==> src/rtl/riscv_program_loader_if.sv <==
// Byte-stream and instruction-memory bus for the RISC-V program loader.
//
// Purpose : groups the upstream byte-stream handshake and the instruction
//           memory write port into one bundle.
// Signals : byte_valid/byte_data  - upstream byte stream (source -> loader)
//           byte_ready            - loader accepts a byte this cycle
//           imem_we               - one-cycle instruction-memory write strobe
//           imem_addr/imem_wdata  - word-aligned byte address and write data
// Modports: master - the stream source / memory observer side
//           slave  - the loader side
interface riscv_program_loader_if;
  logic        byte_valid;
  logic [7:0]  byte_data;
  logic        byte_ready;
  logic        imem_we;
  logic [31:0] imem_addr;
  logic [31:0] imem_wdata;

  modport master (
    output byte_valid,
    output byte_data,
    input  byte_ready,
    input  imem_we,
    input  imem_addr,
    input  imem_wdata
  );

  modport slave (
    input  byte_valid,
    input  byte_data,
    output byte_ready,
    output imem_we,
    output imem_addr,
    output imem_wdata
  );
endinterface

==> src/rtl/riscv_program_loader.sv <==
// RISC-V program loader.
//
// Purpose : receives a little-endian byte stream of the form
//           {word count N, N instruction words, 32-bit checksum}, writes the
//           words into instruction memory starting at BASE_ADDR, verifies the
//           modulo-2^32 sum of the words against the checksum and then either
//           releases the core (done) or aborts (err).
// Ports   : clk, rst    - clock and synchronous active-high reset
//           bus         - slave side of riscv_program_loader_if (byte stream
//                         in, instruction-memory write port out)
//           core_rstn   - active-low core reset, high only once loaded
//           done        - image loaded and verified
//           err         - load aborted (oversize image or bad checksum)
module riscv_program_loader #(
  parameter int          MEM_WORDS = 1024,
  parameter logic [31:0] BASE_ADDR = 32'h0000_0000
) (
  input  logic                    clk,
  input  logic                    rst,
  riscv_program_loader_if.slave   bus,
  output logic                    core_rstn,
  output logic                    done,
  output logic                    err
);

  localparam logic [2:0] ST_LEN   = 3'd0;
  localparam logic [2:0] ST_LOAD  = 3'd1;
  localparam logic [2:0] ST_CHECK = 3'd2;
  localparam logic [2:0] ST_RUN   = 3'd3;
  localparam logic [2:0] ST_ERROR = 3'd4;

  localparam logic [31:0] MAX_WORDS = 32'(MEM_WORDS);

  logic [2:0]  state_q, state_d;
  logic [1:0]  byte_cnt_q, byte_cnt_d;
  logic [31:0] word_idx_q, word_idx_d;
  logic [31:0] len_q, len_d;
  logic [31:0] shift_q, shift_d;
  logic [31:0] sum_q, sum_d;
  logic        imem_we_q, imem_we_d;
  logic [31:0] imem_addr_q, imem_addr_d;
  logic [31:0] imem_wdata_q, imem_wdata_d;
  logic        core_rstn_q, core_rstn_d;
  logic        done_q, done_d;
  logic        err_q, err_d;

  logic        byte_ready;
  logic        accept;
  logic        last_byte;
  logic [31:0] word_next;

  // Ready is combinational so that reset blocks acceptance in the same cycle.
  assign byte_ready = !rst && ((state_q == ST_LEN) || (state_q == ST_LOAD) ||
                               (state_q == ST_CHECK));
  assign accept     = bus.byte_valid && byte_ready;
  assign last_byte  = (byte_cnt_q == 2'd3);
  // Bytes shift in from the top so the first byte ends up in bits 7:0.
  assign word_next  = {bus.byte_data, shift_q[31:8]};

  always_comb begin
    state_d      = state_q;
    byte_cnt_d   = byte_cnt_q;
    word_idx_d   = word_idx_q;
    len_d        = len_q;
    shift_d      = shift_q;
    sum_d        = sum_q;
    imem_we_d    = 1'b0;
    imem_addr_d  = imem_addr_q;
    imem_wdata_d = imem_wdata_q;

    if (accept) begin
      byte_cnt_d = byte_cnt_q + 2'd1;
      shift_d    = word_next;
      if (last_byte) begin
        case (state_q)
          ST_LEN: begin
            len_d      = word_next;
            word_idx_d = 32'd0;
            if (word_next == 32'd0) begin
              state_d = ST_CHECK;
            end else if (word_next > MAX_WORDS) begin
              state_d = ST_ERROR;
            end else begin
              state_d = ST_LOAD;
            end
          end
          ST_LOAD: begin
            imem_we_d    = 1'b1;
            imem_addr_d  = BASE_ADDR + (word_idx_q << 2);
            imem_wdata_d = word_next;
            sum_d        = sum_q + word_next;
            word_idx_d   = word_idx_q + 32'd1;
            if (word_idx_q == len_q - 32'd1) begin
              state_d = ST_CHECK;
            end
          end
          ST_CHECK: begin
            state_d = (word_next == sum_q) ? ST_RUN : ST_ERROR;
          end
          default: begin
            state_d = state_q;
          end
        endcase
      end
    end

    // Status flags are registered from the next state so they rise together
    // with the first cycle spent in RUN or ERROR.
    core_rstn_d = (state_d == ST_RUN);
    done_d      = (state_d == ST_RUN);
    err_d       = (state_d == ST_ERROR);
  end

  always_ff @(posedge clk) begin
    if (rst) begin
      state_q      <= ST_LEN;
      byte_cnt_q   <= 2'd0;
      word_idx_q   <= 32'd0;
      len_q        <= 32'd0;
      shift_q      <= 32'd0;
      sum_q        <= 32'd0;
      imem_we_q    <= 1'b0;
      imem_addr_q  <= BASE_ADDR;
      imem_wdata_q <= 32'd0;
      core_rstn_q  <= 1'b0;
      done_q       <= 1'b0;
      err_q        <= 1'b0;
    end else begin
      state_q      <= state_d;
      byte_cnt_q   <= byte_cnt_d;
      word_idx_q   <= word_idx_d;
      len_q        <= len_d;
      shift_q      <= shift_d;
      sum_q        <= sum_d;
      imem_we_q    <= imem_we_d;
      imem_addr_q  <= imem_addr_d;
      imem_wdata_q <= imem_wdata_d;
      core_rstn_q  <= core_rstn_d;
      done_q       <= done_d;
      err_q        <= err_d;
    end
  end

  assign bus.byte_ready = byte_ready;
  assign bus.imem_we    = imem_we_q;
  assign bus.imem_addr  = imem_addr_q;
  assign bus.imem_wdata = imem_wdata_q;
  assign core_rstn      = core_rstn_q;
  assign done           = done_q;
  assign err            = err_q;

endmodule

==> src/flat_wrapper.sv <==
// flat-port wrapper written by rule: the top's interface ports become plain ports
module riscv_program_loader_flat 
#(
  parameter int          MEM_WORDS = 1024,
  parameter logic [31:0] BASE_ADDR = 32'h0000_0000
)
  (clk, rst, core_rstn, done, err, bus_byte_valid, bus_byte_data, bus_byte_ready, bus_imem_we, bus_imem_addr, bus_imem_wdata);
  riscv_program_loader_if bus_i ();
  input  logic clk;
  input  logic rst;
  output logic core_rstn;
  output logic done;
  output logic err;
  input wire logic [$bits(bus_i.byte_valid)-1:0] bus_byte_valid;
  input wire logic [$bits(bus_i.byte_data)-1:0] bus_byte_data;
  output wire logic [$bits(bus_i.byte_ready)-1:0] bus_byte_ready;
  output wire logic [$bits(bus_i.imem_we)-1:0] bus_imem_we;
  output wire logic [$bits(bus_i.imem_addr)-1:0] bus_imem_addr;
  output wire logic [$bits(bus_i.imem_wdata)-1:0] bus_imem_wdata;
  assign bus_i.byte_valid = bus_byte_valid;
  assign bus_i.byte_data = bus_byte_data;
  assign bus_byte_ready = bus_i.byte_ready;
  assign bus_imem_we = bus_i.imem_we;
  assign bus_imem_addr = bus_i.imem_addr;
  assign bus_imem_wdata = bus_i.imem_wdata;
  riscv_program_loader #(.MEM_WORDS(MEM_WORDS), .BASE_ADDR(BASE_ADDR)) u_core (.clk(clk), .rst(rst), .bus(bus_i), .core_rstn(core_rstn), .done(done), .err(err));
endmodule
==> config.mk <==
export PLATFORM = sky130hd
export DESIGN_NAME = riscv_program_loader_flat
export DESIGN_NICKNAME = d
export VERILOG_FILES = /design/src/rtl/riscv_program_loader_if.sv /design/src/rtl/riscv_program_loader.sv /design/src/flat_wrapper.sv
export SDC_FILE = /design/constraint.sdc
export NUM_CORES = 1
export LEC_CHECK = 0
export CAP_MARGIN = 25
export CELL_PAD_IN_SITES_DETAIL_PLACEMENT = 1
export CELL_PAD_IN_SITES_GLOBAL_PLACEMENT = 1
export CORE_UTILIZATION = 39
export CTS_CLUSTER_SIZE = 10
export DETAILED_ROUTE_END_ITERATION = 7
export PLACE_DENSITY_LB_ADDON = 0.1
export SYNTH_ARGS = -nofsm -noshare
export SYNTH_HDL_FRONTEND = slang
export SYNTH_SLANG_ARGS = --single-unit
export TNS_END_PERCENT = 20
==> constraint.sdc <==
create_clock -name clk -period 3.2 [get_ports clk]
set_clock_uncertainty 0.05 [all_clocks]
set_input_delay 0.64 -clock clk [delete_from_list [all_inputs] [get_ports clk]]
set_output_delay 0.64 -clock clk [all_outputs]
set_load 0.01 [all_outputs]
======== Word level (Yosys, flattened, before mapping) ========
Cells that the tools add are included.
operators by class
  bitwise operators ....................... 2
  reduce and logical (&&, ||, !) cells .... 12
  equality and inequality tests ........... 7
  $add $sub $neg .......................... 4
  magnitude comparators ................... 1
  mux-type cells .......................... 9
operator list
  operator                                               count
  equality test 32 bit                                   2
  one-hot mux 32 bit (2 select lines)                    1
  adder 32 x 1 -> 32 bit (second input constant)         1
  adder 32 bit                                           1
  > comparator 32 x 11 -> 1 bit (second input constant)  1
  zero test 32 bit                                       1
  subtractor 32 x 1 -> 32 bit (second input constant)    1
  2-to-1 mux 3 bit                                       6
  one-hot mux 3 bit (3 select lines)                     1
  AND reduction 3 bit                                    3
  equality test 3 x 2 -> 1 bit (second input constant)   2
  equality test 3 x 1 -> 1 bit (second input constant)   1
  equality test 3 bit (second input constant)            1
  zero test 3 bit                                        1
  OR reduction 3 bit                                     1
  adder 2 x 1 -> 2 bit (second input constant)           1
  equality test 2 bit (second input constant)            1
  logical AND 1 bit                                      2
  logical OR 1 bit                                       2
  inverter 1 bit                                         2
  nonzero test 2 bit                                     1
  zero test 1 bit                                        1
  2-to-1 mux 1 bit                                       1
storage, ports and cells
  bits of input ports ..................... 11
  register bits ........................... 198
  output and inout bits ................... 69
  word-level logic and storage cells ...... 46

======== Longest topological paths before layout ========
Gate-level depths: netlist of run 1.
  depth after elaboration ................. 7
  depth in mapped cells ................... 13
  depth with buffers taken out ............ 13

======== Worst setup path before layout of run 1 ========
Ideal clock, no wire load.
  kind .................................... register to register
  start point ............................. reg u_core.len_q[8]
  end point ............................... reg u_core.err_q, in the netlist u_core.err
  data arrival time ....................... 3,118 ps
  cell stages (with the launch flop) ...... 12
  clock period less this slack ............ 3,227 ps
  path buffers ............................ 1
  data required time ...................... 3,091 ps
  setup time .............................. 59 ps
  slack ................................... -27 ps
  cells stage by stage .................... dfxtp_1 or4_4 or3_4 or4_1 buf_2 mux2_4 mux2i_1 nand4_1 nor4_2 o211ai_1 o21ai_2 and3_2
on the way
  word-level cells in the longest chain between the ends .. 7
ends and longest elaborated chain
  element                             line                         source
  start: declaration                  riscv_program_loader.sv:37   logic [31:0] len_q, len_d;
  start signal: assignment            riscv_program_loader.sv:132  len_q <= len_d;
  subtractor 32 x 1 -> 32 bit         riscv_program_loader.sv:93   if (word_idx_q == len_q - 32'd1) begin
  equality test 32 bit                riscv_program_loader.sv:93
  2-to-1 mux 3 bit                    riscv_program_loader.sv:93
  one-hot mux 3 bit (3 select lines)  riscv_program_loader.sv:75   case (state_q)
  2-to-1 mux 3 bit                    riscv_program_loader.sv:74   if (last_byte) begin
  2-to-1 mux 3 bit                    riscv_program_loader.sv:71   if (accept) begin
  equality test 3 bit                 riscv_program_loader.sv:111  err_d = (state_d == ST_ERROR);
  end signal: assignment              riscv_program_loader.sv:140  err_q <= err_d;
  end: declaration                    riscv_program_loader.sv:45   logic err_q, err_d;
No other way between the ends.
A chain may end at the register's enable or synchronous reset.

======== Final worst setup path of run 1 ========
Ends and elaborated chain as after synthesis.

==> impl_metrics.py, run 1 <==
metrics = {
    "global_routing": {
        "grt_start_max_net_pins": 156,
        "gr-usage-met1": 0.2964,
        "use_met2": 0.4130,
        "grt_pass1_wl_um": 48920,
        "antenna_found_initial": 0,
        "grt.total_usage": 0.2374,
        "grt_pass1_vias": 9484,
        "top_usage_layer": "met2",
        "met3_usage": 0.02883,
        "grt_overflow": 0,
    },
    "power": {
        "p_clk_frac": 0.449,
        "p_leak_nw": 4.600,
        "p_int_mw": 3.532,
        "netSwitchingPower_mw": 1.140,
        "pwr_density_cell_mw_per_mm2": 390.0,
        "finalPower_mw": 4.672,
        "power_frac_comb": 0.041,
        "switching_share": 0.2441,
        "ir_worst_vdd_v": 0.0002490,
        "seqPwrFrac": 0.509,
    },
    "timing": {
        "setup_tns_ns": -0.1225,
        "setup_violations": 3,
        "holdWs_ns": 0.4042,
        "timing_hold_violations_final": 0,
        "finalWorstSetupSlack_ns": -0.05882,
        "max_freq_mhz": 306.9,
        "period_needed_ns": 3.259,
        "slew_violations": 0,
        "rsz0062_at_grt": "true",
        "fin_crit_sh": 1.018,
        "timing.slew.headroom": 0.5367,
        "tightest_slew_ns": 0.6949,
    },
    "synthesis": {
        "netlist.area_leader.share": 0.3906,
        "yosys.cell_types.count": 65,
        "synth_edf_count": 0,
        "ys.flop_type": "dfxtp_1",
        "yosysMostFrequentCell": "nand2_1",
        "yosys.area.top_type": "dfxtp_1",
        "syn_avg_cell_area_um2": 7.656,
        "synth-seq-area-share": 0.3906,
        "synthTopCellsByCount": "318 x nand2_1, 190 x dfxtp_1, 183 x a21oi_1, 90 x nor2_1, 66 x clkbuf_1",
        "yosys_register_bits": 190,
        "ys_warn_count": 0,
        "synthTopCellsByArea": "dfxtp_1 39%, nand2_1 12%, a21oi_1 9.4%, xor2_1 4.6%, ha_1 4.4%",
        "synth_area_mm2": 0.009738,
        "synthCells": 1272,
        "synthArstFlopShare": 0,
    },
    "flow_run": {
        "maxCapViolations": 0,
    },
    "layout": {
        "drive_gt1_frac": 0.1132,
        "synthToLayoutAreaGrowth_pct": 23.02,
        "n_antenna_cell": 0,
        "fill_cells": 3027,
        "instances_no_fill": 1728,
        "num-nets-final": 1437,
    },
    "critical_path": {
        "worst-r2r-cell-count": 12,
        "crit_type": "flip-flop to flip-flop",
        "start_kind": "flip-flop",
        "cp_cell_sequence": "or4_4, or3_4, or4_4, buf_6, mux2i_2, a21o_1, nand4_1, nor4_2, buf_4, o211ai_1, o21ai_2, and3_2",
        "path_depth": 12,
        "worst-r2r-setup-slack_ns": -0.06,
        "cpLargestDelayFamily": "simple AND/OR/NAND/NOR gates",
        "crit_buf_inv": 2,
        "arrival_ns": 3.59,
        "worstReg2RegStart": "u_core.len_q[8]$_SDFFE_PP0P_",
        "startpoint": "u_core.len_q[8]$_SDFFE_PP0P_",
        "slowest_stage": "or4_4",
        "required_ns": 3.54,
        "worstSetupEndpoint": "u_core.err$_SDFF_PP0_",
        "reg2reg_to": "u_core.err$_SDFF_PP0_",
        "crit_path_frequent_cell": "or4_4",
        "cp-end-kind": "flip-flop",
        "cp_max_fo": 5,
        "cpPeakStageDelay_ns": 0.58,
    },
    "floorplanning": {
        "coreArea_mm2": 0.02439,
        "die_w_um": 160.0,
        "die_h_um": 160.0,
        "die_area_mm2": 0.02560,
        "rows": 57,
        "ioPinCount": 80,
        "start_util": 0.3993,
    },
    "placement": {
        "place_inst": 1696,
        "gp_congestion": 0.8867,
        "dp_slack_ns": -0.08208,
        "port_buffers": 77,
        "dp_hpwl_um": 21650,
    },
    "clock_tree": {
        "cts_tree": "yes",
        "hold_buffers": 0,
        "clock_latency_ns": 0.45,
        "cts-root-buf": "clkbuf_16",
        "clockBufferDepth": 2,
        "cts_sinks": 190,
        "postCtsResizedCells": 4,
        "cts-buffers-inserted": 17,
        "path_clk_slew_ns": 0.08,
        "cts_setup_buffers": 0,
        "cts_max_level": 4,
    },
    "drt": {
        "vias": 9143,
        "routed_wl_um": 29590,
        "drtAntennaViolNets": 0,
        "drtPass1Iterations": 4,
        "drt_iter0_drc": 336,
        "viasPerCell": 5.291,
        "post_drt_wl_per_cell_um": 17.12,
        "drc": 0,
    },
    "hold_path": {
        "hp-class": "flip-flop to flip-flop",
    },
    "run_status": {
        "status": "finished, violations left",
        "violations": "negative setup slack",
    },
}
-- cells by family after synthesis --
logic type / count (synthesis) / share of synthesized area
other: 1 / 0.0003851
and+or+nand+nor: 563 / 0.2594
buffers and inverters: 99 / 0.04356
muxes: 9 / 0.009765
DFF: 190 / 0.3906
adders and majority gates: 35 / 0.04574
xor gates and xnor gates: 96 / 0.08634
AOI/OAI and AO/OA: 279 / 0.1642
-- placed cells by master (no fill, tap or decap), types with 7 or more instances in the layout --
cell type,netlist,final
a211oi_1,12,12
nand2_1,318,317
xnor2_1,45,45
clkbuf_16,0,17
ha_1,34,34
or3_1,7,7
a21oi_1,183,183
nor2_1,90,90
buf_4,3,100
clkdlybuf4s50_1,0,76
and3_1,11,11
nand4_1,18,18
nand3_1,25,25
dfxtp_1,190,189
xor2_1,51,51
nor4_1,23,20
o21ai_0,22,21
and2_1,7,7
mux2i_1,8,7
inv_1,18,17
a21o_1,16,16
or4_1,9,8
a31oi_1,7,7
nor3_1,16,16
-- flip-flops by register name, indices dropped and copies added, names as in the netlist --
signal	cells
u_core.bus.imem_wdata	32
u_core.len_q	32
u_core.sum_q	32
u_core.word_idx_q	32
u_core.bus.imem_addr	30
u_core.shift_q	24
u_core.state_q	3
u_core.byte_cnt_q	2
u_core.bus.imem_we	1
u_core.core_rstn	1
u_core.err	1
-- routing by layer --
metal | share of wire | vias up | wire length (µm)
met3 | 0.016 | 52 | 462
met4 | 0.031 | 0 | 928
met5 | 0 | - | 0
li1 | - | 4585 | -
met1 | 0.46 | 4412 | 13690
met2 | 0.49 | 94 | 14510
-- worst min-delay path: stages, from the launching register on --
cell     delay, ns
dfxtp_1       0.31
nand2_1       0.05
a21oi_1       0.05
-- power groups by stage --
stage               clock network (mW)  logic (mW)  registers (mW)
floorplan                            0       0.105            2.43
global placement                     0       0.193            2.44
detailed placement                   0       0.195            2.44
CTS                               2.14       0.197            2.38
global route                      2.24       0.211            2.38
finish                            2.10       0.194            2.38
-- cell type report --
type	count	area [µm²]	area share
Timing Repair Buffer	180	1583	0.1321
Clock inverter	13	128.9	0.01076
Tap cell	324	405.4	0.03384
Sequential cell	190	3805	0.3176
Inverter	18	67.56	0.005640
Multi-Input combinational cell	984	5558	0.4639
Clock buffer	19	432.9	0.03614
-- per-stage QoR --
stage | utilization | instance area [µm²]
after floorplan | - | 9742
after global placement | 0.4665 | 11380
after detailed placement | 0.4665 | 11380
after CTS | 0.4902 | 11960
after global routing | 0.4912 | 11980
final | 0.4912 | 11980
-- how the worst min path moves through the flow --
stage,startpoint,endpoint,depth (start not counted)
after floorplan,u_core.sum_q[25]$_SDFFE_PP0P_,u_core.sum_q[25]$_SDFFE_PP0P_,2
after global placement,u_core.bus.imem_addr[20]$_SDFFE_PP0P_,u_core.bus.imem_addr[20]$_SDFFE_PP0P_,2
after detailed placement,u_core.bus.imem_addr[6]$_SDFFE_PP0P_,u_core.bus.imem_addr[6]$_SDFFE_PP0P_,2
after CTS,u_core.bus.imem_addr[21]$_SDFFE_PP0P_,u_core.bus.imem_addr[21]$_SDFFE_PP0P_,2
after global routing,u_core.bus.imem_addr[22]$_SDFFE_PP0P_,u_core.bus.imem_addr[22]$_SDFFE_PP0P_,2
final,u_core.bus.imem_addr[25]$_SDFFE_PP0P_,u_core.bus.imem_addr[25]$_SDFFE_PP0P_,2
No activity file was read; power rests on OpenSTA's default activity.
==> run 2, diff against run 1 <==
--- a/config.mk
+++ b/config.mk
@@ -8,10 +8,11 @@
 export CAP_MARGIN = 25
 export CELL_PAD_IN_SITES_DETAIL_PLACEMENT = 1
 export CELL_PAD_IN_SITES_GLOBAL_PLACEMENT = 1
-export CORE_UTILIZATION = 39
+export CORE_UTILIZATION = 43
 export CTS_CLUSTER_SIZE = 10
 export DETAILED_ROUTE_END_ITERATION = 7
-export PLACE_DENSITY_LB_ADDON = 0.1
+export DONT_BUFFER_PORTS = 1
+export PLACE_DENSITY_LB_ADDON = 0.25
 export SYNTH_ARGS = -nofsm -noshare
 export SYNTH_HDL_FRONTEND = slang
 export SYNTH_SLANG_ARGS = --single-unit
==> impl_metrics.py, run 2 (synthesis results as in run 1) <==
metrics = {
    "run_status": {
        "status": "finished, violations left",
        "violations": "design-rule violations",
    },
    "timing": {
        "finalWorstSetupSlack_ns": 0.03600,
        "max_freq_mhz": 316.1,
        "period_needed_ns": 3.164,
        "fin_crit_sh": 0.9887,
        "timing.slew.headroom": 0.6351,
        "slew_violations": 0,
        "setup_tns_ns": 0,
        "setup_violations": 0,
        "rsz0062_at_grt": "true",
        "timing_hold_violations_final": 0,
        "tightest_slew_ns": 0.5458,
    },
    "critical_path": {
        "slowest_stage": "or4_4",
        "crit_buf_inv": 2,
        "cpPeakStageDelay_ns": 0.57,
        "arrival_ns": 3.44,
        "worst-r2r-cell-count": 12,
        "cpLargestDelayFamily": "simple AND/OR/NAND/NOR gates",
        "start_kind": "flip-flop",
        "cp_max_fo": 3,
        "crit_type": "flip-flop to flip-flop",
        "cp-end-kind": "flip-flop",
        "cp_cell_sequence": "or4_4, or3_4, or4_4, buf_4, mux2i_1, a21o_1, nand4_1, nor4_2, buf_4, o211ai_1, o21ai_2, and3_2",
        "required_ns": 3.48,
        "worst-r2r-setup-slack_ns": 0.04,
        "path_depth": 12,
    },
    "hold_path": {
        "hp-class": "input pin to flip-flop",
        "worstHoldPathCells": 1,
    },
    "layout": {
        "fin_area_mm2": 0.01096,
        "seq_area_mm2": 0.003804,
        "drive_gt1_frac": 0.1038,
        "multi_input_area_mm2": 0.005568,
        "layout_common_cells": "317 x nand2_1, 190 x dfxtp_1, 183 x a21oi_1, 90 x nor2_1, 75 x buf_4",
        "n_antenna_cell": 0,
        "layout_commonest_cell": "nand2_1",
        "instances_no_fill": 1581,
        "fill_cells": 2753,
        "synthToLayoutAreaGrowth_pct": 12.50,
        "num-nets-final": 1334,
    },
    "power": {
        "ir_worst_vdd_v": 0.0003412,
        "p_leak_nw": 4.196,
        "pwr_density_cell_mw_per_mm2": 419.2,
        "switching_share": 0.2461,
        "p_clk_frac": 0.455,
        "seqPwrFrac": 0.518,
        "netSwitchingPower_mw": 1.130,
        "p_int_mw": 3.462,
        "finalPower_mw": 4.593,
        "power_frac_comb": 0.027,
    },
    "flow_run": {
        "maxCapViolations": 0,
    },
    "clock_tree": {
        "path_clk_slew_ns": 0.08,
        "cts_tree": "yes",
        "cts_sinks": 190,
        "cts_max_level": 4,
        "cts-root-buf": "clkbuf_16",
        "clockBufferDepth": 2,
        "cts-buffers-inserted": 17,
        "clock_latency_ns": 0.45,
        "cts_setup_buffers": 0,
    },
    "placement": {
        "dp_slack_ns": -0.005397,
        "dp_hpwl_um": 20930,
        "port_buffers": 0,
        "place_inst": 1549,
        "gp_congestion": 0.8881,
        "placed_area_mm2": 0.01035,
    },
    "drt": {
        "viasPerCell": 5.565,
        "drtPass1Iterations": 8,
        "drt_iter0_drc": 403,
        "post_drt_wl_per_cell_um": 18.38,
        "drtAntennaViolNets": 0,
        "drc": 5,
        "routed_wl_um": 29060,
        "vias": 8798,
    },
    "floorplanning": {
        "die_w_um": 152.5,
        "coreArea_mm2": 0.02203,
        "ioPinCount": 80,
        "die_area_mm2": 0.02325,
        "start_util": 0.4421,
        "rows": 54,
        "die_h_um": 152.5,
    },
    "global_routing": {
        "grt_pass1_vias": 9015,
        "antenna_found_initial": 0,
        "grt_pass1_wl_um": 47540,
        "grt_overflow": 0,
        "grt.total_usage": 0.2555,
        "grt_start_max_net_pins": 157,
    },
}
run 2: layout make-up:
class,count,area share
Timing Repair Buffer,77,0.05505
Sequential cell,190,0.3472
Inverter,18,0.006167
Clock inverter,14,0.01131
Tap cell,280,0.03198
Clock buffer,18,0.04009
Multi-Input combinational cell,984,0.5082
run 2: what timing repair did:
item                       CTS  global route
pin swaps                    0             1
hold endpoints to repair     0             0
setup endpoints to repair    1             6
hold buffers                 0             0
resized for setup            1             9
cloned                       0             0
run 2: power groups by stage:
stage / clock network (mW) / logic [mW] / registers, mW
2_1_floorplan: 0 / 0.105 / 2.43
3_3_place_gp: 0 / 0.120 / 2.44
3_5_place_dp: 0 / 0.122 / 2.44
4_1_cts: 2.13 / 0.124 / 2.38
5_1_grt: 2.23 / 0.135 / 2.38
6_report: 2.09 / 0.124 / 2.38
run 2: per-stage QoR:
| stage | util | hold slack (ns) |
|---|---|---|
| after floorplan | - | 0.3856 |
| after global placement | 0.4697 | 0.3883 |
| after detailed placement | 0.4697 | 0.3960 |
| after CTS | 0.4955 | 0.1967 |
| after global routing | 0.4974 | 0.1896 |
| final | 0.4974 | 0.2008 |
run 2: path summary, 6_finish.rpt:
| check | start | to |
|---|---|---|
| worst max-delay path | u_core.len_q[8]$_SDFFE_PP0P_ | u_core.err$_SDFF_PP0_ |
| worst min register to register | u_core.sum_q[21]$_SDFFE_PP0P_ | u_core.sum_q[21]$_SDFFE_PP0P_ |
| worst min-delay path | rst | u_core.sum_q[21]$_SDFFE_PP0P_ |
| worst max register to register | u_core.len_q[8]$_SDFFE_PP0P_ | u_core.err$_SDFF_PP0_ |
run 2: routing by layer:
layer	vias up	share of wire	global-route usage
li1	4369	-	-
met5	-	0	0
met2	116	0.49	0.4404
met3	51	0.030	0.04522
met4	0	0.024	0.08610
met1	4262	0.46	0.3219
==> run 3, diff against run 2 <==
--- a/config.mk
+++ b/config.mk
@@ -5,9 +5,11 @@
 export SDC_FILE = /design/constraint.sdc
 export NUM_CORES = 1
 export LEC_CHECK = 0
+export ABC_CLOCK_PERIOD_IN_PS = 3200
 export CAP_MARGIN = 25
 export CELL_PAD_IN_SITES_DETAIL_PLACEMENT = 1
 export CELL_PAD_IN_SITES_GLOBAL_PLACEMENT = 1
+export CORE_MARGIN = 8
 export CORE_UTILIZATION = 43
 export CTS_CLUSTER_SIZE = 10
 export DETAILED_ROUTE_END_ITERATION = 7
==> impl_metrics.py, run 3 (synthesis results as in run 1) <==
metrics = {
    "power": {
        "power_frac_comb": 0.028,
        "p_leak_nw": 4.212,
        "pwr_density_cell_mw_per_mm2": 416.9,
        "p_int_mw": 3.465,
        "p_clk_frac": 0.452,
        "seqPwrFrac": 0.520,
        "switching_share": 0.2427,
        "ir_worst_vdd_v": 0.0003082,
        "netSwitchingPower_mw": 1.110,
    },
    "layout": {
        "multi_input_area_mm2": 0.005543,
        "drive_gt1_frac": 0.1028,
        "n_antenna_cell": 0,
        "layout_commonest_cell": "nand2_1",
        "seq_area_mm2": 0.003804,
        "synthToLayoutAreaGrowth_pct": 12.72,
        "fill_cells": 2766,
        "instances_no_fill": 1589,
        "layout_common_cells": "317 x nand2_1, 190 x dfxtp_1, 183 x a21oi_1, 90 x nor2_1, 76 x buf_4",
        "num-nets-final": 1337,
        "fin_area_mm2": 0.01098,
    },
    "placement": {
        "dp_slack_ns": -0.003944,
        "place_inst": 1557,
        "dp_hpwl_um": 20760,
        "gp_congestion": 0.8790,
        "placed_area_mm2": 0.01039,
        "port_buffers": 0,
    },
    "clock_tree": {
        "cts_tree": "yes",
        "cts_sinks": 190,
        "cts-root-buf": "clkbuf_16",
        "cts-buffers-inserted": 17,
        "cts_setup_buffers": 0,
        "path_clk_slew_ns": 0.07,
        "clock_latency_ns": 0.44,
        "clockBufferDepth": 2,
        "cts_max_level": 4,
    },
    "timing": {
        "slew_violations": 0,
        "tightest_slew_ns": 0.6366,
        "max_freq_mhz": 313.9,
        "setup_violations": 0,
        "timing_hold_violations_final": 0,
        "timing.slew.headroom": 0.5717,
        "fin_crit_sh": 0.9955,
        "rsz0062_at_grt": "true",
        "holdWs_ns": 0.2237,
        "period_needed_ns": 3.186,
        "finalWorstSetupSlack_ns": 0.01444,
    },
    "global_routing": {
        "grt_pass1_wl_um": 47440,
        "grt_pass1_vias": 8995,
        "grt_overflow": 0,
        "grt.total_usage": 0.2069,
        "grt_start_max_net_pins": 157,
        "antenna_found_initial": 0,
    },
    "drt": {
        "drtPass1Iterations": 4,
        "drt_iter0_drc": 453,
        "drtAntennaViolNets": 0,
        "routed_wl_um": 28910,
        "vias": 8929,
        "post_drt_wl_per_cell_um": 18.19,
        "drc": 0,
        "viasPerCell": 5.619,
    },
    "critical_path": {
        "cpLargestDelayFamily": "simple AND/OR/NAND/NOR gates",
        "worstReg2RegStart": "u_core.len_q[8]$_SDFFE_PP0P_",
        "slowest_stage": "or4_4",
        "crit_path_frequent_cell": "buf_4",
        "cp_max_fo": 4,
        "startpoint": "u_core.len_q[8]$_SDFFE_PP0P_",
        "crit_type": "flip-flop to flip-flop",
        "cp_cell_sequence": "or4_4, or3_4, buf_4, nor4_1, buf_4, nor3b_1, o22ai_1, nor4_2, buf_4, o211ai_1, o21ai_2, and3_2",
        "cp-end-kind": "flip-flop",
        "required_ns": 3.53,
        "start_kind": "flip-flop",
        "cpPeakStageDelay_ns": 0.54,
        "crit_buf_inv": 3,
        "arrival_ns": 3.52,
    },
    "floorplanning": {
        "ioPinCount": 80,
        "die_area_mm2": 0.02772,
        "rows": 55,
        "coreArea_mm2": 0.02243,
        "start_util": 0.4341,
        "die_w_um": 166.5,
        "die_h_um": 166.5,
    },
    "hold_path": {
        "worstHoldStart": "rst",
        "hp-class": "input pin to flip-flop",
    },
    "run_status": {
        "status": "finished, final reports clean",
    },
    "flow_run": {
        "maxCapViolations": 0,
    },
}
## run 3: cell count changes in the layout (fill, tap and decap cells not counted), sizes merged
cell,change
buf,+3
## run 3: power by group through the flow
stage	Sequential [mW]	Combinational (mW)	Clock, mW
2_1_floorplan	2.43	0.105	0
4_1_cts	2.38	0.128	2.12
3_3_place_gp	2.43	0.124	0
5_1_grt	2.38	0.140	2.20
6_report	2.38	0.128	2.07
3_5_place_dp	2.43	0.126	0
## run 3: worst paths after layout
kind | slack, ns | cells after the start | end
min reg2reg | 0.41 | 2 | u_core.sum_q[11]$_SDFFE_PP0P_
max | 0.01 | 12 | u_core.err$_SDFF_PP0_
max reg2reg | 0.01 | 12 | u_core.err$_SDFF_PP0_
min | 0.22 | 1 | u_core.bus.imem_wdata[2]$_SDFFE_PP0P_
## run 3: metrics by stage
| stage | total power, mW | utilization | TNS, ns |
|---|---|---|---|
| 3_5_place_dp | 2.560 | 0.4630 | -0.003944 |
| 2_1_floorplan | 2.540 | - | 0 |
| 4_1_cts | 4.628 | 0.4883 | 0 |
| 5_1_grt | 4.723 | 0.4893 | -0.2095 |
| 6_report | 4.576 | 0.4893 | 0 |
| 3_3_place_gp | 2.558 | 0.4630 | 0 |
## run 3: layer usage
metal	GRT usage	up-vias	wire length, µm
met1	0.2495	4344	12800
met5	0	-	0
met2	0.3563	150	14210
li1	-	4386	-
met4	0.08852	0	917
met3	0.03783	49	989
## run 3: area by class of cell
type | instances | share of cell area
multi-input cells | 984 | 0.5050
inverters | 18 | 0.006155
repair buffers | 80 | 0.05847
clock buffers | 18 | 0.04001
well taps | 285 | 0.03249
flip-flops and latches | 190 | 0.3465
clock inverters | 14 | 0.01140
## run 3: what timing repair did
item,in CTS,in global routing
endpoints found under the setup margin,1,6
hold buffers,0,0
resized for setup,1,7
pin swaps,0,1
## run 3: worst register-to-register path: stages (launching register included)
cell	delay, ns
dfxtp_1	0.31
or4_4	0.54
or3_4	0.34
buf_4	0.16
nor4_1	0.42
buf_4	0.20
nor3b_1	0.18
o22ai_1	0.12
nor4_2	0.25
buf_4	0.18
o211ai_1	0.10
o21ai_2	0.11
and3_2	0.20
